**config.mk**
```make
export PLATFORM = sky130hd
export DESIGN_NAME = alsu_pipe
export DESIGN_NICKNAME = d
export VERILOG_FILES = /design/src/rtl/alsu_pipe.sv
export SDC_FILE = /design/constraint.sdc
export NUM_CORES = 1
export LEC_CHECK = 0
export ABC_AREA = 1
export CAP_MARGIN = 30
export CELL_PAD_IN_SITES_DETAIL_PLACEMENT = 1
export CELL_PAD_IN_SITES_GLOBAL_PLACEMENT = 1
export CORE_MARGIN = 4
export CORE_UTILIZATION = 25
export DETAILED_ROUTE_END_ITERATION = 10
export PLACE_DENSITY = 0.6
export SKIP_LAST_GASP = 1
export SLEW_MARGIN = 20
export SYNTH_ARGS = -nofsm -noshare
export SYNTH_HDL_FRONTEND = slang
export SYNTH_SLANG_ARGS = --single-unit
```
**constraint.sdc**
```tcl
create_clock -name clk -period 5 [get_ports clk]
set_clock_uncertainty 0.1 [all_clocks]
set_input_delay 0.75 -clock clk [delete_from_list [all_inputs] [get_ports clk]]
set_output_delay 0.75 -clock clk [all_outputs]
set_load 0.01 [all_outputs]
```
**src/rtl/alsu_pipe.sv**
```systemverilog
// Pipelined, handshaked ALSU: one-cycle logic/arith/shift ops plus a sequential signed shift-add multiplier.
// Results are widened to 2*WIDTH and announced with a single-cycle out_valid strobe.
module alsu_pipe #(
    parameter int WIDTH          = 8,
    parameter     INPUT_PRIORITY = "A",
    parameter     FULL_ADDER     = "ON",
    parameter int LED_WIDTH      = 16
) (
    input  logic                   clk,
    input  logic                   rst,
    input  logic                   in_valid,
    output logic                   in_ready,
    input  logic [WIDTH-1:0]       A,
    input  logic [WIDTH-1:0]       B,
    input  logic                   cin,
    input  logic                   serial_in,
    input  logic                   red_op_A,
    input  logic                   red_op_B,
    input  logic [2:0]             opcode,
    input  logic                   bypass_A,
    input  logic                   bypass_B,
    input  logic                   direction,
    output logic                   out_valid,
    output logic [2*WIDTH-1:0]     out,
    output logic                   err,
    output logic [LED_WIDTH-1:0]   leds
);

    localparam int OW = 2 * WIDTH;
    localparam int CW = $clog2(WIDTH) + 1;
    localparam bit PRIO_A  = (INPUT_PRIORITY == "A");
    localparam bit USE_CIN = (FULL_ADDER == "ON");

    localparam logic [2:0] OP_OR     = 3'd0;
    localparam logic [2:0] OP_XOR    = 3'd1;
    localparam logic [2:0] OP_ADD    = 3'd2;
    localparam logic [2:0] OP_MULT   = 3'd3;
    localparam logic [2:0] OP_SHIFT  = 3'd4;
    localparam logic [2:0] OP_ROTATE = 3'd5;

    typedef enum logic [1:0] {IDLE, MUL_RUN, MUL_DONE} state_t;

    typedef struct packed {
        logic [WIDTH-1:0] a;
        logic [WIDTH-1:0] b;
        logic             cin;
        logic             serial_in;
        logic             red_a;
        logic             red_b;
        logic             byp_a;
        logic             byp_b;
        logic             dir;
        logic [2:0]       opcode;
    } req_t;

    state_t           state, next_state;
    req_t             s1;
    logic             s1_valid;

    logic [OW-1:0]    acc;
    logic [OW-1:0]    mcand;
    logic [WIDTH-1:0] mplier;
    logic             mul_neg;
    logic [CW-1:0]    cnt;

    logic             s1_bypass, s1_invalid, s1_mult;
    logic [WIDTH-1:0] byp_sel, red_sel, mag_a, mag_b;
    logic [OW-1:0]    sext_a, sext_b, sext_byp;
    logic [OW-1:0]    res_out;
    logic             res_err;
    logic [LED_WIDTH-1:0] res_leds;

    // Request decode: bypass beats everything, reduction is only legal on OR/XOR.
    assign s1_bypass  = s1.byp_a | s1.byp_b;
    assign s1_invalid = (s1.opcode > OP_ROTATE) ||
                        ((s1.red_a | s1.red_b) && (s1.opcode != OP_OR) && (s1.opcode != OP_XOR));
    assign s1_mult    = !s1_bypass && !s1_invalid && (s1.opcode == OP_MULT);

    // Ready drops on the edge a MULT is captured and returns once the product is written.
    assign in_ready = (state == IDLE) && !(s1_valid && s1_mult);

    assign byp_sel  = (s1.byp_a && (!s1.byp_b || PRIO_A)) ? s1.a : s1.b;
    assign red_sel  = (s1.red_a && (!s1.red_b || PRIO_A)) ? s1.a : s1.b;
    assign sext_a   = {{WIDTH{s1.a[WIDTH-1]}}, s1.a};
    assign sext_b   = {{WIDTH{s1.b[WIDTH-1]}}, s1.b};
    assign sext_byp = {{WIDTH{byp_sel[WIDTH-1]}}, byp_sel};
    assign mag_a    = s1.a[WIDTH-1] ? -s1.a : s1.a;
    assign mag_b    = s1.b[WIDTH-1] ? -s1.b : s1.b;

    // NOTE: every always_comb output gets a default first so no path leaves it unassigned (no latches).
    always_comb begin
        res_out  = out;
        res_err  = 1'b0;
        res_leds = '0;
        if (s1_bypass) begin
            res_out = sext_byp;
        end else if (s1_invalid) begin
            res_out  = '0;
            res_err  = 1'b1;
            res_leds = ~leds;
        end else begin
            unique case (s1.opcode)
                OP_OR, OP_XOR: begin
                    if (s1.red_a | s1.red_b)
                        res_out = {{(OW-1){1'b0}}, (s1.opcode == OP_OR) ? |red_sel : ^red_sel};
                    else
                        res_out = (s1.opcode == OP_OR) ? (sext_a | sext_b) : (sext_a ^ sext_b);
                end
                OP_ADD:    res_out = sext_a + sext_b + OW'(s1.cin & USE_CIN);
                OP_SHIFT:  res_out = s1.dir ? {out[OW-2:0], s1.serial_in} : {s1.serial_in, out[OW-1:1]};
                OP_ROTATE: res_out = s1.dir ? {out[OW-2:0], out[OW-1]} : {out[0], out[OW-1:1]};
                default:   res_out = out;
            endcase
        end
    end

    always_comb begin
        next_state = state;
        unique case (state)
            IDLE:     if (s1_valid && s1_mult) next_state = MUL_RUN;
            MUL_RUN:  if (cnt == CW'(WIDTH - 1)) next_state = MUL_DONE;
            MUL_DONE: next_state = IDLE;
            default:  next_state = IDLE;
        endcase
    end

    // NOTE: sequential state uses non-blocking assignments so every register samples pre-edge values.
    always_ff @(posedge clk or posedge rst) begin
        if (rst) state <= IDLE;
        else     state <= next_state;
    end

    // NOTE: all datapath registers are reset, so an abort mid-MULT leaves no stale product to strobe out.
    always_ff @(posedge clk or posedge rst) begin
        if (rst) begin
            s1        <= '0;
            s1_valid  <= 1'b0;
            out       <= '0;
            err       <= 1'b0;
            leds      <= '0;
            out_valid <= 1'b0;
            acc       <= '0;
            mcand     <= '0;
            mplier    <= '0;
            mul_neg   <= 1'b0;
            cnt       <= '0;
        end else begin
            s1_valid  <= in_valid && in_ready;
            out_valid <= 1'b0;
            if (in_valid && in_ready)
                s1 <= '{a: A, b: B, cin: cin, serial_in: serial_in, red_a: red_op_A, red_b: red_op_B,
                        byp_a: bypass_A, byp_b: bypass_B, dir: direction, opcode: opcode};

            unique case (state)
                IDLE: begin
                    if (s1_valid && s1_mult) begin
                        // First iteration happens on the load edge so the product lands WIDTH+1 edges after capture.
                        acc     <= mag_b[0] ? {{WIDTH{1'b0}}, mag_a} : '0;
                        mcand   <= {{WIDTH{1'b0}}, mag_a} << 1;
                        mplier  <= mag_b >> 1;
                        mul_neg <= s1.a[WIDTH-1] ^ s1.b[WIDTH-1];
                        cnt     <= CW'(1);
                    end else if (s1_valid) begin
                        out       <= res_out;
                        err       <= res_err;
                        leds      <= res_leds;
                        out_valid <= 1'b1;
                    end
                end
                MUL_RUN: begin
                    if (mplier[0]) acc <= acc + mcand;
                    mcand  <= mcand << 1;
                    mplier <= mplier >> 1;
                    cnt    <= cnt + CW'(1);
                end
                MUL_DONE: begin
                    out       <= mul_neg ? -acc : acc;
                    err       <= 1'b0;
                    leds      <= '0;
                    out_valid <= 1'b1;
                end
                default: ;
            endcase
        end
    end

endmodule

```
==> results.yml, run 1 <==
clocking:
  cts_buffers: 9
  cts-root-buf: "clkbuf_16"
  cts_htree_levels: 3
  cts.sinks: 106
  cts_setup_buffers: 0
  post_cts_hold_buffer_count: 0
  cts_tree: "yes"
  cts_resized: 0
  clock_latency_ns: 0.36
  clk_path_buf_depth: 2
  clkTransAtPathRegs_ns: 0.08
cells_and_area:
  n_antenna_cell: 0
  fillers: 3602
  design_area_um2: 8540
  fin_util_pct: 29.8
  area_delta_synth_final_pct: 17.5
  fin_nets: 1131
  drive_above_1_share_pct: 5.16
yosys:
  synth_cell_type_count: 43
  synth_fa_ha_area_share_pct: 7.37
  ys_ff_latch: 106
  synth.top_cell.area_share_pct: 36.5
  synth_top_family_by_area: "simple AND/OR/NAND/NOR gates"
  synth_area_leaders: "dfrtp_1 (36%), nand2_1 (15%), o21ai_0 (8.1%), ha_1 (6.5%), inv_1 (5.6%)"
  synth_top_cell_by_area: "dfrtp_1"
  async_flop_share_pct: 100
  synth_compound_area_share_pct: 18.5
  yosys.area_share.simple_pct: 27.0
  synthXorXnorAreaFrac_pct: 2.17
  avgSynthCellArea_um2: 7.14
  yosysSeqAreaShare_pct: 36.5
  yosys_warnings: 0
  synth-edff-count: 0
  synth_common_cells: "nand2_1 (295), o21ai_0 (117), inv_1 (108)"
  syn-cell-area_um2: 7270
  syn-num-nets: 1088
  synthMuxAreaShare_pct: 0
  synthFlopType: "dfrtp_1"
  synthCells: 1018
  yosysMostFrequentCell: "nand2_1"
power_and_ir_drop:
  vdd_drop_max_v: 0.000205
  switching_power_mw: 2.87
  power_frac_clock_pct: 14.1
  p_total_mw: 5.70
  leakage_nw: 4.04
  switching_share_pct: 50.4
  p_per_area_nw_per_um2: 667
  p_seq_share_pct: 28.5
  p_int_mw: 2.82
  p_comb_share_pct: 57.4
setup_path:
  critPathKind: "flip-flop to output port"
  crit_start: "s1[7]$_DFFE_PP0P_"
  cp.arrival_ns: 2.44
  cp.required_ns: 4.15
  r2r-end: "leds[2]$_DFFE_PP0P_"
  end_kind: "output port"
  reg2reg_depth: 8
  worst_setup_path_start_kind: "flip-flop"
  timing.rr.start: "state[0]$_DFFE_PP0P_"
  cp_max_fo: 18
  reg2reg_slack_ns: 1.98
timing:
  maxSlewViolCount: 0
  whs_ns: 0.396
  rsz0062_at_grt: "no"
  hold_viol_final: 0
  fmax_mhz: 304
  setup_violations: 0
  worst_pin_slew_ns: 1.01
  setup_tns_ns: 0
  final.period_utilization_pct: 65.9
  relSlewSlack_pct: 32.2
  period_minus_slack_ns: 3.29
global_routing:
  grt_first_pass_wirelength_um: 39100
  antenna_found_initial: 0
  overflow: 0
  grt_pass1_vias: 7039
  grt_max_degree: 53
  track_usage_pct: 15.5
placement:
  gp_congestion: 0.831
  hpwl_um: 18300
  port-buffer-count: 63
  dpl_cell_area_um2: 8220
hold_path:
  hp-start: "leds[12]$_DFFE_PP0P_"
  worstHoldEndpoint: "leds[12]$_DFFE_PP0P_"
  whs_path_depth: 1
  hp-class: "flip-flop to flip-flop"
floorplan:
  rows: 62
  die-height_um: 179
  dieArea_um2: 31900
  die-width_um: 179
  core_um2: 28700
  pin_count: 64
  start_util_pct: 25.3
drt:
  ant_nets: 0
  post_drt_wl_per_cell_um: 16.6
  viasPerCell: 4.70
  vias: 6818
  drt_pass1_iterations: 4
  drc: 0
  drt_iter0_markers: 342
  routed_wl_um: 24000
status:
  outcome: "complete, no violations"
job:
  cap_violations: 0
## critical path, cell delays in order, from the launching register on
cell and delay, ns:
dfrtp_1 0.73, nor2_8 0.11, o21ai_4 0.21, nor2_4 0.06, nand2_4 0.09, nor2_4 0.05, nor3_4 0.22, clkdlybuf4s50_1 0.60
## layout by cell type, fill, tap and decap left out, drive strengths merged, types with 4 or more instances in the layout
| master | n |
|---|---|
| nand2 | 300 |
| o21ai | 133 |
| inv | 116 |
| dfrtp | 106 |
| nor2 | 74 |
| nand3 | 73 |
| a21oi | 69 |
| clkdlybuf4s50 | 63 |
| ha | 38 |
| xor2 | 13 |
| o22ai | 12 |
| clkbuf | 11 |
| o211ai | 8 |
| nand4 | 6 |
| nor3 | 6 |
| xnor2 | 5 |
| a31oi | 4 |
## worst max-delay path by stage
| stage | to | slack, ns |
|---|---|---|
| 5_1_grt | in_ready | 1.55 |
| 4_1_cts | in_ready | 1.67 |
| 6_report | in_ready | 1.71 |
| 3_5_place_dp | leds[13]$_DFFE_PP0P_ | 1.95 |
| 3_3_place_gp | leds[13]$_DFFE_PP0P_ | 1.98 |
| 2_1_floorplan | acc[0]$_DFFE_PP0P_ | 1.36 |
## final cells by class
type | instances | area (µm²) | area share, %
Tap cell | 384 | 480 | 5.62
Clock inverter | 5 | 87.6 | 1.03
Sequential cell | 106 | 2650 | 31.1
Timing Repair Buffer | 66 | 653 | 7.65
Inverter | 116 | 438 | 5.13
Multi-Input combinational cell | 762 | 4000 | 46.8
Clock buffer | 11 | 233 | 2.72
## registers in the layout, summed over array words and instances (netlist names), 2 cells and up
signal	count
acc	16
cnt	4
leds	16
mcand	15
mplier	7
out	16
s1	26
state	2
## stage by stage
| stage | setup WS [ns] | cells |
|---|---|---|
| final | 1.71 | 1450 |
| after floorplan | 1.36 | 1018 |
| after detailed placement | 1.95 | 1434 |
| after CTS | 1.67 | 1450 |
| after global routing | 1.55 | 1450 |
| after global placement | 1.98 | 1434 |
## power by group through the flow
stage	Clock, mW	Combinational, mW	Sequential (mW)
final	0.803	3.27	1.62
after global routing	0.868	3.74	1.68
after CTS	0.829	3.30	1.63
after detailed placement	0	3.28	1.64
after global placement	0	3.23	1.63
after floorplan	0	2.33	1.49
## per-layer routing
layer	share of wire, %	global-route usage (%)
met5	0	0
met4	1.0	3.52
met3	2.0	1.42
met2	46	25.6
met1	51	22.1
## logic make-up after synthesis
group | after synthesis
buffers and inverters | 150
adders and majority gates | 41
AOI/OAI and AO/OA | 239
xor gates and xnor gates | 18
DFF | 106
and+or+nand+nor | 464
Note: power is estimated with default switching activity, not from simulation.
==> run 2: changes to the inputs <==
Settings changed: PLACE_DENSITY 0.6 to 0.62.
Clock period 5 ns to 2.95 ns, I/O delays scaled along.
==> run 2 against run 1 <==
  * Core utilization grew 0.73 points
  * Wire length shrank 0.64%
  * Sequential power grew 62%
  * Die area is the same
  * Combinational power grew 79%
  * Sequential share of layout area shrank 0.74 points
  * Clock power grew 56%
  * Via count grew 0.38%
  * Largest power group unchanged
==> results.yml, run 2 (synthesized netlist as in run 1, its figures left out) <==
global_routing:
  grt_max_degree: 41
  grt_pass1_vias: 7115
  grt_first_pass_wirelength_um: 38900
  antenna_found_initial: 0
  track_usage_pct: 15.4
  overflow: 0
setup_path:
  crit_slowest_cell: "clkdlybuf4s50_1"
  crit_start: "s1[6]$_DFFE_PP0P_"
  cpMostUsedCell: "nor2_4"
  critPathKind: "flip-flop to output port"
  timing.rr.start: "s1[20]$_DFFE_PP0P_"
  crit_buf_inv: 1
  worst_setup_path_start_kind: "flip-flop"
  cp_slowest_stage_delay_ns: 0.59
  cp.required_ns: 2.41
  crit_family: "buffers and inverters"
  end_kind: "output port"
  path_cells: "nor2_8, o21ai_4, nor2_4, nand2_4, nor2_4, nor3_4, clkdlybuf4s50_1"
  cp_max_fo: 10
  cp.arrival_ns: 2.17
timing:
  setup_tns_ns: 0
  period_minus_slack_ns: 2.72
  worst_pin_slew_ns: 0.732
  maxSlewViolCount: 0
  relSlewSlack_pct: 51.1
  setup_ws_ns: 0.233
  hold_viol_final: 0
  rsz0062_at_grt: "no"
  final.period_utilization_pct: 92.1
  fmax_mhz: 368
  setup_violations: 0
clocking:
  clkTransAtPathRegs_ns: 0.07
  clock_latency_ns: 0.36
  cts-root-buf: "clkbuf_16"
  cts_setup_buffers: 0
  clk_path_buf_depth: 2
  post_cts_hold_buffer_count: 0
  cts_resized: 0
  cts_tree: "yes"
  cts_htree_levels: 3
  cts.sinks: 106
  cts_buffers: 9
floorplan:
  rows: 62
  dieArea_um2: 31900
  start_util_pct: 25.3
  core_um2: 28700
  pin_count: 64
  die-width_um: 179
  die-height_um: 179
drt:
  vias: 6844
  drc: 0
  viasPerCell: 4.65
  ant_nets: 0
  routed_wl_um: 23900
  drt_iter0_markers: 394
  post_drt_wl_per_cell_um: 16.2
  drt_pass1_iterations: 4
cells_and_area:
  fin_nets: 1156
  drive_above_1_share_pct: 7.35
  n_antenna_cell: 0
  layout_commonest_cell: "nand2_1"
  top_register: "s1"
  mostFrequentLayoutCells: "nand2_1 (295), o21ai_0 (117), inv_1 (107)"
  largest_reg_flops: 26
  area_delta_synth_final_pct: 20.4
placement:
  hpwl_um: 18600
  post-place-ws_ns: 0.463
  gp_congestion: 0.838
  port-buffer-count: 63
hold_path:
  hp-class: "flip-flop to flip-flop"
  hp-start: "leds[13]$_DFFE_PP0P_"
power_and_ir_drop:
  p_per_area_nw_per_um2: 1110
  vdd_drop_max_v: 0.000372
  leakage_nw: 4.16
job:
  cap_violations: 0
status:
  outcome: "complete, no violations"
==> run 2: cell types whose count changed in the layout (fill, tap and decap cells not counted) <==
cell / before / now
buf_4: 3 / 24
inv_6: 0 / 1
clkbuf_1: 2 / 0
inv_8: 1 / 0
inv_4: 1 / 0
clkinvlp_4: 1 / 2
clkbuf_8: 0 / 1
bufinv_16: 2 / 1
clkinv_2: 0 / 1
clkinv_4: 1 / 0
buf_12: 0 / 4
==> run 2: cell type report <==
| type | count | area (µm²) |
|---|---|---|
| Fill cell | 3570 | 20000 |
| Sequential cell | 106 | 2650 |
| Inverter | 116 | 439 |
| Clock inverter | 4 | 51.3 |
| Clock buffer | 10 | 239 |
| Multi-Input combinational cell | 762 | 4000 |
| Tap cell | 384 | 480 |
| Timing Repair Buffer | 91 | 891 |
==> run 2: metrics by stage <==
stage / utilization, % / hold slack, ns / power, mW / area, µm² / instances
final: 30.5 / 0.392 / 9.72 / 8750 / 1473
after global placement: 29.5 / 0.366 / 8.43 / 8460 / 1459
after floorplan: - / 0.350 / 6.47 / 7270 / 1018
after detailed placement: 29.5 / 0.380 / 8.53 / 8460 / 1459
after global routing: 30.5 / 0.428 / 10.7 / 8750 / 1473
after CTS: 30.5 / 0.398 / 9.83 / 8750 / 1473
==> run 2: worst paths after layout <==
kind                                             end  slack (ns)  depth (start not counted)
min in group asynchronous         s1[13]$_DFFE_PP0P_        0.45                          2
max in group asynchronous       leds[10]$_DFFE_PP0P_        1.68                          3
worst max-delay path                        in_ready        0.23                          7
worst min-delay path            leds[13]$_DFFE_PP0P_        0.39                          1
worst min register to register  leds[13]$_DFFE_PP0P_        0.39                          1
worst max register to register   out[10]$_DFFE_PP0P_        0.44                         12
==> run 2: worst register-to-register path, stage by stage, from the launching register on <==
cell and delay [ns]:
dfrtp_1 0.48, inv_1 0.18, ha_1 0.37, or2_2 0.36, nand3_1 0.12, nand2_1 0.08
nand2_1 0.07, nand3_1 0.24, nand2_1 0.14, nand2_1 0.05, nand2_1 0.07, nand2_1 0.04
a21oi_1 0.13
==> run 2: power breakdown <==
group / switching [mW] / leakage [nW] / internal (mW)
logic: 3.67 / 2.68 / 2.18
registers: 0.603 / 1.35 / 2.02
clock network: 0.573 / 0.141 / 0.675
==> run 2: layer usage <==
layer	global-route usage [%]	share of wire [%]	vias up
li1	-	-	3473
met1	21.7	50	3293
met2	25.3	47	61
met3	1.34	2.0	17
met4	4.09	1.3	0
met5	0	0	-
